[config.mk]
export PLATFORM = sky130hd
export DESIGN_NAME = dot_ctrl
export DESIGN_NICKNAME = d
export VERILOG_FILES = /design/src/rtl/dot_pkg.sv /design/src/rtl/mac_core.sv /design/src/rtl/dot_ctrl.sv
export SDC_FILE = /design/constraint.sdc
export NUM_CORES = 1
export LEC_CHECK = 0
export ABC_CLOCK_PERIOD_IN_PS = 16900
export CAP_MARGIN = 20
export CORE_UTILIZATION = 55
export CTS_CLUSTER_DIAMETER = 50
export CTS_CLUSTER_SIZE = 20
export DETAILED_ROUTE_END_ITERATION = 8
export GPL_TIMING_DRIVEN = 0
export HOLD_SLACK_MARGIN = 0.15
export PLACE_DENSITY = 0.75
export SLEW_MARGIN = 20
export SYNTH_ARGS = -nofsm -noshare
export SYNTH_HDL_FRONTEND = slang
export SYNTH_SLANG_ARGS = --single-unit
[constraint.sdc]
create_clock -name clk -period 16.9 [get_ports clk]
set_clock_uncertainty 0.1 [all_clocks]
set_input_delay 2.535 -clock clk [delete_from_list [all_inputs] [get_ports clk]]
set_output_delay 2.535 -clock clk [all_outputs]
set_load 0.005 [all_outputs]
[src/rtl/dot_pkg.sv]
// Shared types and widths for the dot-product controller and its MAC datapath.
package dot_pkg;

    localparam int DW         = 12;
    localparam int AW         = 24;
    localparam int MAXLEN_DEF = 15;

    typedef enum logic [1:0] {
        IDLE  = 2'd0,
        LOAD  = 2'd1,
        DRAIN = 2'd2,
        HOLD  = 2'd3
    } state_t;

endpackage

[src/rtl/mac_core.sv]
// Two-stage signed multiply-accumulate: stage 1 registers the accepted pair,
// stage 2 adds their full-width product into a wrapping accumulator.
module mac_core
    import dot_pkg::*;
#(
    parameter int DATA_W = DW,
    parameter int COEF_W = DW,
    parameter int ACC_W  = AW
) (
    input  logic                     clk,
    input  logic                     reset,
    input  logic                     clr,
    input  logic                     en,
    input  logic signed [DATA_W-1:0] a,
    input  logic signed [COEF_W-1:0] b,
    output logic signed [ACC_W-1:0]  acc
);

    logic signed [DATA_W-1:0] a_p1_q, a_p1_d;
    logic signed [COEF_W-1:0] b_p1_q, b_p1_d;
    logic                     vld_p1_q, vld_p1_d;
    logic signed [ACC_W-1:0]  prod_p2;
    logic signed [ACC_W-1:0]  acc_p2_q, acc_p2_d;

    // Two's-complement add that simply drops the carry out (no saturation).
    function automatic logic signed [ACC_W-1:0] wrap_add(
        input logic signed [ACC_W-1:0] x,
        input logic signed [ACC_W-1:0] y
    );
        logic [ACC_W:0] s;
        s = {x[ACC_W-1], x} + {y[ACC_W-1], y};
        return $signed(s[ACC_W-1:0]);
    endfunction

    // Next-state for both stages; clr empties the pipe and zeroes the sum.
    always_comb begin
        a_p1_d   = a_p1_q;
        b_p1_d   = b_p1_q;
        vld_p1_d = en;
        // stage 1 -> stage 2 boundary: operands sign-extended before multiply
        prod_p2  = ACC_W'(a_p1_q) * ACC_W'(b_p1_q);
        acc_p2_d = acc_p2_q;
        if (en) begin
            a_p1_d = a;
            b_p1_d = b;
        end
        if (vld_p1_q) begin
            acc_p2_d = wrap_add(acc_p2_q, prod_p2);
        end
        if (clr) begin
            vld_p1_d = 1'b0;
            acc_p2_d = '0;
        end
    end

    // Pipeline registers; reset clears data as well so outputs read 0.
    always_ff @(posedge clk) begin
        if (reset) begin
            a_p1_q   <= '0;
            b_p1_q   <= '0;
            vld_p1_q <= 1'b0;
            acc_p2_q <= '0;
        end else begin
            a_p1_q   <= a_p1_d;
            b_p1_q   <= b_p1_d;
            vld_p1_q <= vld_p1_d;
            acc_p2_q <= acc_p2_d;
        end
    end

    assign acc = acc_p2_q;

endmodule

[src/rtl/dot_ctrl.sv]
// Dot-product controller: accepts len element pairs over a valid/ready
// handshake, lets the MAC pipe drain, then holds the result until taken.
module dot_ctrl
    import dot_pkg::*;
#(
    parameter int MAXLEN = MAXLEN_DEF,
    localparam int LW    = $clog2(MAXLEN + 1)
) (
    input  logic                 clk,
    input  logic                 reset,
    input  logic                 start,
    input  logic [LW-1:0]        len,
    input  logic signed [DW-1:0] a,
    input  logic signed [DW-1:0] b,
    input  logic                 valid_in,
    output logic                 ready_in,
    output logic signed [AW-1:0] f,
    output logic                 valid_out,
    input  logic                 ready_out,
    output logic                 busy
);

    state_t          state_q, state_d;
    logic [LW-1:0]   len_q, len_d;
    logic [LW-1:0]   cnt_q, cnt_d;
    logic [LW:0]     cnt_inc;
    logic [LW-1:0]   len_clamped;
    logic            accept;
    logic            clr;

    // Lengths above MAXLEN are treated as MAXLEN.
    always_comb begin
        len_clamped = len;
        if (32'(len) > MAXLEN) begin
            len_clamped = LW'(MAXLEN);
        end
    end

    // Next-state, counter and handshake outputs.
    always_comb begin
        state_d   = state_q;
        len_d     = len_q;
        cnt_d     = cnt_q;
        cnt_inc   = {1'b0, cnt_q} + (LW+1)'(1);
        ready_in  = (state_q == LOAD);
        valid_out = (state_q == HOLD);
        busy      = (state_q != IDLE);
        accept    = valid_in && (state_q == LOAD);
        clr       = 1'b0;

        unique case (state_q)
            IDLE: begin
                if (start) begin
                    clr   = 1'b1;
                    len_d = len_clamped;
                    cnt_d = '0;
                    state_d = (len_clamped == '0) ? HOLD : LOAD;
                end
            end
            LOAD: begin
                if (accept) begin
                    cnt_d = cnt_inc[LW-1:0];
                    if (cnt_inc == {1'b0, len_q}) begin
                        state_d = DRAIN;
                    end
                end
            end
            // Last product is still in flight through stage 2 here.
            DRAIN: begin
                state_d = HOLD;
            end
            HOLD: begin
                if (ready_out) begin
                    state_d = IDLE;
                end
            end
            default: begin
                state_d = IDLE;
            end
        endcase
    end

    // Control state register.
    always_ff @(posedge clk) begin
        if (reset) begin
            state_q <= IDLE;
            len_q   <= '0;
            cnt_q   <= '0;
        end else begin
            state_q <= state_d;
            len_q   <= len_d;
            cnt_q   <= cnt_d;
        end
    end

    mac_core #(
        .DATA_W (DW),
        .COEF_W (DW),
        .ACC_W  (AW)
    ) u_mac (
        .clk   (clk),
        .reset (reset),
        .clr   (clr),
        .en    (accept),
        .a     (a),
        .b     (b),
        .acc   (f)
    );

endmodule

## Yosys cells after proc, flatten, opt, wreduce, memory -nomap -nowiden

Index checks and enable logic that the tools add are counted.

- Word-level logic and storage cells: 38
- Input port bits: 33
- Output and inout bits: 27
- Register bits after elaboration: 59

- Multipliers: 1
- Reduce and logical (&&, ||, !) cells: 9
- Eq/ne operators: 8
- Muxes and demuxes: 11
- Add/subtract/negate cells: 2

Operators with widths:

| cell | number |
|---|---|
| $add A24 B24 Y24 | 1 |
| $mul A12 B12 Y24 | 1 |
| $mux W2 | 5 |
| $mux W4 | 2 |
| $pmux W2 S4 | 1 |
| $pmux W4 S2 | 1 |
| $ne A2 B1 Y1 const B | 3 |
| $add A4 B1 Y5 const B | 1 |
| $eq A5 B4 Y1 | 1 |
| $eq A2 B2 Y1 const B | 2 |
| $logic_not A4 Y1 | 1 |
| $reduce_and A4 Y1 | 1 |
| $reduce_bool A2 Y1 | 2 |
| $reduce_and A3 Y1 | 1 |
| $eq A2 B1 Y1 const B | 1 |
| $logic_not A2 Y1 | 1 |
| $mux W1 | 2 |
| $ne A2 B2 Y1 const B | 1 |
| $reduce_and A2 Y1 | 1 |
| $reduce_or A2 Y1 | 1 |
| $logic_and A1 B1 Y1 | 1 |

## Depth between registers and ports, before layout

- Depth after elaboration: 5
- Depth in mapped cells: 22

## Modules after synthesis

A second synthesis with hierarchy kept.

- Cells, all modules: 932
- Area total of the unflattened synthesis: 8608.3 µm²

By module, submodules not included:

| module | times used | cells an instance | seq. area each (µm²) | area each (µm²) |
|---|---|---|---|---|
| mac_core | 1 | 853 | 980.9 | 7978.9 |
| dot_ctrl | 1 | 79 | 200.2 | 629.4 |

## Worst setup path before layout

Ideal clock, no wire load.

- Kind: flip-flop to flip-flop
- From: register u_mac.a_p1_q[11]
- To: register u_mac.acc_p2_q[23] (netlist: u_mac.acc[23])
- Arrival time: 5.421 ns
- Cell stages (with the launch flop): 20
- Data required time: 16.721 ns
- Setup slack: 11.300 ns
- Setup time: 0.079 ns
- Cells stage by stage: dfxtp_1 > clkbuf_1 > nand2_1 > fa_1 > fa_1 > inv_1 > fa_1 > fa_1 > inv_1 > fa_1 > inv_1 > ha_1 > ha_1 > a21o_1 > a21oi_2 > nor2b_1 > or4_1 > o22ai_2 > xnor2_1 > a211oi_2

- Cells in the longest elaborated chain, start to end: 2

Ends and longest elaborated chain:

| element | line | RTL |
|---|---|---|
| from (decl) | mac_core.sv:19 | `logic signed [DATA_W-1:0] a_p1_q, a_p1_d;` |
| from (signal assigned) | mac_core.sv:64 | `a_p1_q <= a_p1_d;` |
| $mul A12 B12 Y24 | mac_core.sv:41 | `prod_p2 = ACC_W'(a_p1_q) * ACC_W'(b_p1_q);` |
| $add A24 B24 Y24 | mac_core.sv:31 | `s = {x[ACC_W-1], x} + {y[ACC_W-1], y};` |
| to (signal assigned) | mac_core.sv:67 | `acc_p2_q <= acc_p2_d;` |
| to (decl) | mac_core.sv:23 | `logic signed [ACC_W-1:0] acc_p2_q, acc_p2_d;` |

Every way passes these cells.
A chain may end at the register's enable or synchronous reset.

## Final worst setup path

- From: register u_mac.b_p1_q[0]
- To: register u_mac.acc_p2_q[19] (netlist: u_mac.acc[19])

- Cells in the longest elaborated chain, start to end: 2

Ends and longest elaborated chain:

| element | line | RTL |
|---|---|---|
| from (decl) | mac_core.sv:20 | `logic signed [COEF_W-1:0] b_p1_q, b_p1_d;` |
| from (signal assigned) | mac_core.sv:65 | `b_p1_q <= b_p1_d;` |
| $mul A12 B12 Y24 | mac_core.sv:41 |  |
| $add A24 B24 Y24 | mac_core.sv:31 |  |

Every way passes these cells.

==> impl_summary.txt <==
----------------------------------------------------
[Outcome]
  Outcome ... completed

[Synth]
  Post-synth cell types ... 58
  Proportion of synthesized chip area in sequential cells ... 0.138
  Seq cells post-synth ... 59
  Mean instance size in the synthesized netlist ... roughly 9.1 µm²
  Post-synth ARST share ... 0
  Flip-flop cell with the highest count after synthesis ... dfxtp_1
  Synth Net Count ... 1,209
  Number of warnings printed during yosys synthesis ... 0
  Post-synthesis instance total ... ~940
  Number of flops mapped to enable cells by yosys ... 0
  Post-Synthesis Cell Area ... 8570 µm²

[Floorplan]
  Area of the die ... 16,100 µm²
  Core outline area ... around 15,000 µm²
  Count of standard-cell rows ... 45
  Initial Util ... 0.563
  Number of primary I/O pins ... 60
  Die height ... 127 µm
  Die X ... 127 µm

[Drt]
  Remaining antenna violation count ... 0
  Vias/cell ... around 5.3
  DRC violation count after routing ... 0
  Starting DRC count in detailed routing ... about 420
  Drt first pass iters ... 5
  Detailed-route wire length ... approximately 20 mm
  Average wire per cell in the routed design ... 16.4 µm
  Overall via count from detail_route ... 6,371

[Power]
  Clk pwr share ... 0.328
  Switching power summed over all nets ... ~0.23 mW
  Cell-internal power ... 0.355 mW
  Power per cell area ... 60.2 nW/µm²
  Static power due to leakage ... 4.70 nW
  Sequential fraction of design power ... 0.286
  Logic pwr share ... 0.387
  Peak supply drop ... 0.0712 mV
  Switching share of power ... 0.392

[Critical path]
  Critical Path Source Type ... register
  Slowest CP cell ... fa_1
  Worst endpoint data arrival time ... 6.42 ns
  Critical path capture point type ... register
  Delay contributed by the slowest stage of the critical path ... 0.98 ns
  Type of the worst setup path ... reg2reg
  Required @ worst endpoint ... 17.06 ns
  Worst Path Max Fanout ... 11
  Ordered cell list for the critical path ... clkbuf_1 -> nand2_1 -> fa_1 -> fa_1 -> inv_1 -> fa_1 -> fa_1 -> fa_1 -> ha_1 -> ha_1 -> and4_1 -> and3_1 -> o211ai_2 -> a31oi_2 -> o21a_1 -> o21a_1 -> o31ai_1
  Most common cell type on the critical path ... fa_1

[Cells and area]
  Fillers ... 1,248
  Inserted Diodes ... 0
  Area growth from synthesis to final layout ... 13.1%
  Most common library cell in the layout ignoring fill and taps ... inv_1
  Final design area excluding fillers ... slightly below 10,000 µm²
  Fraction of final layout cells sized beyond drive strength 1 ... 0.0295
  Commonest non-fill, non-tap cells in the layout ... inv_1, fa_1, nand2_1
  Final #Nets ... around 1,300

[CTS]
  CTS tree ... built
  Clock insertion delay at the later pin of the skew report ... 0.34 ns
  Clock buffer count from CTS ... 9
  Register clock-pin slew on the reported worst setup and hold paths ... approximately 0.06 ns
  Maximum count of clock buffers along a single path ... 2
  Hold buffers post-CTS ... 0
  H-tree levels ... 3
  Post-cts resize count ... 0
  Clock root buffer ... clkbuf_16
  CTS Sinks ... 59
  Post-CTS repair timing setup buffer count ... 0

[Worst hold path]
  Path category of the worst min-delay check ... reg2reg

[Timing]
  Max Fclk ... between 150 and 200 MHz
  Setup TNS after final layout ... 0 ns
  Setup-violating endpoint count in the final report ... 0
  Worst-margin pin slew ... 0.709 ns
  Post-route worst hold slack ... 0.368 ns
  Final worst path period share ... 0.371
  Setup repair after global routing missed its margin ... no
  Final hold viol count ... 0
  Minimum clock period after layout ... 6.27 ns
  Max-slew violation count ... 0
  Max-slew headroom ... 0.527

[GRT]
  Largest net degree at the start of global routing ... 14
  Initial antenna violation count ... 0
  Global-route wire length before repair ... approximately 34 mm
  GRT Util Overall ... 0.275
  Total overflow reported by the global router ... 0
  Via count of the first global-routing pass ... 6,778

[Placement]
  Final weighted congestion of routability-driven global placement ... around 0.89
  Port bufs ... between 50 and 60
  HPWL Detailed ... 16.7 mm
  Placed Instance Area ... 9380 µm²

[Flow run]
  Max-capacitance violation count ... 0

----------------------------------------------------
==> cells in the mapped netlist (3+ instances only) <==
master / instances / area [µm²]
a211oi_1: 8 / 60.1
a211oi_2: 3 / 37.5
a21o_1: 7 / 52.6
a21oi_1: 43 / 215
and2_1: 64 / 400
clkbuf_1: 34 / 128
dfxtp_1: 59 / 1180
fa_1: 160 / 3200
ha_1: 72 / 901
inv_1: 187 / 702
mux2i_1: 11 / 110
nand2_1: 133 / 499
nand2b_1: 5 / 31.3
nand3_1: 7 / 35.0
nand3b_1: 3 / 22.5
nand4_1: 4 / 25.0
nor2_1: 39 / 146
nor2b_1: 3 / 18.8
nor3_1: 8 / 40.0
o211ai_1: 4 / 30.0
o21a_1: 6 / 45.0
o21ai_0: 13 / 65.1
o21ai_1: 4 / 20.0
xnor2_1: 22 / 193
xor2_1: 6 / 52.6
==> power groups by stage <==
stage	Sequential [mW]	Clock (mW)	Combinational [mW]
floorplan	0.163	0	0.151
global placement	0.169	0	0.219
detailed placement	0.169	0	0.222
CTS	0.166	0.196	0.225
global route	0.168	0.200	0.253
finish	0.167	0.191	0.226
==> critical path, delay by kind of cell, from the launching register on <==
| family | cells | cell delay (ns) |
|---|---|---|
| fa+ha+maj | 7 | 3.63 |
| compound gates | 5 | 0.90 |
| simple gates | 3 | 0.68 |
| buf+inv | 2 | 0.49 |
| flops | 1 | 0.38 |
==> path summary, 6_finish.rpt <==
kind                         from  depth (start not counted)  slack [ns]            end
setup reg to reg  u_mac.b_p1_q[0]                         17       10.63  u_mac.acc[19]
setup / recovery  u_mac.b_p1_q[0]                         17       10.63  u_mac.acc[19]
hold reg to reg          len_q[1]                          2        0.37       len_q[1]
hold / removal           len_q[1]                          2        0.37       len_q[1]
==> routing by layer <==
| metal | global-route usage | vias to the layer above | part of all wire |
|---|---|---|---|
| li1 | - | 3044 | - |
| met1 | 0.381 | 3110 | 0.45 |
| met2 | 0.441 | 189 | 0.46 |
| met3 | 0.0536 | 28 | 0.062 |
| met4 | 0.0812 | 0 | 0.024 |
| met5 | 0 | - | 0 |
==> cell families (layout without fill, tap and decap cells) <==
group           Yosys count  after routing  synth area share
simple gates            275            275             0.151
fa+ha+maj               232            232             0.479
buf+inv                 227            301             0.103
compound gates          110            110            0.0856
flops                    59             59             0.138
xor+xnor                 28             28            0.0286
mux                      13             13            0.0155
==> layout make-up <==
class	instances	area [µm²]	share of cell area
tap	188	235	0.0243
buffer	39	173	0.0178
timing repair buffer	58	581	0.0599
clock buffer	9	225	0.0232
clock inverter	7	81.3	0.00839
multi-input combinational	658	6510	0.672
sequential	59	1180	0.122
inverter	188	706	0.0728
==> sequential cells by signal, summed over array words and instances, names as in the netlist <==
register / count
u_mac.acc: 24
u_mac.a_p1_q: 12
u_mac.b_p1_q: 12
cnt_q: 4
len_q: 4
state_q: 2
u_mac.vld_p1_q: 1
==> through the flow <==
step | std cells | utilization | power (mW) | setup slack, ns
2_1_floorplan | 944 | - | 0.315 | 11.30
3_3_place_gp | 1190 | 0.617 | 0.388 | 10.68
3_5_place_dp | 1190 | 0.617 | 0.391 | 10.64
4_1_cts | 1206 | 0.637 | 0.588 | 10.62
5_1_grt | 1206 | 0.637 | 0.621 | 10.27
6_report | 1206 | 0.637 | 0.583 | 10.63
(Power assumes the default switching activity.)
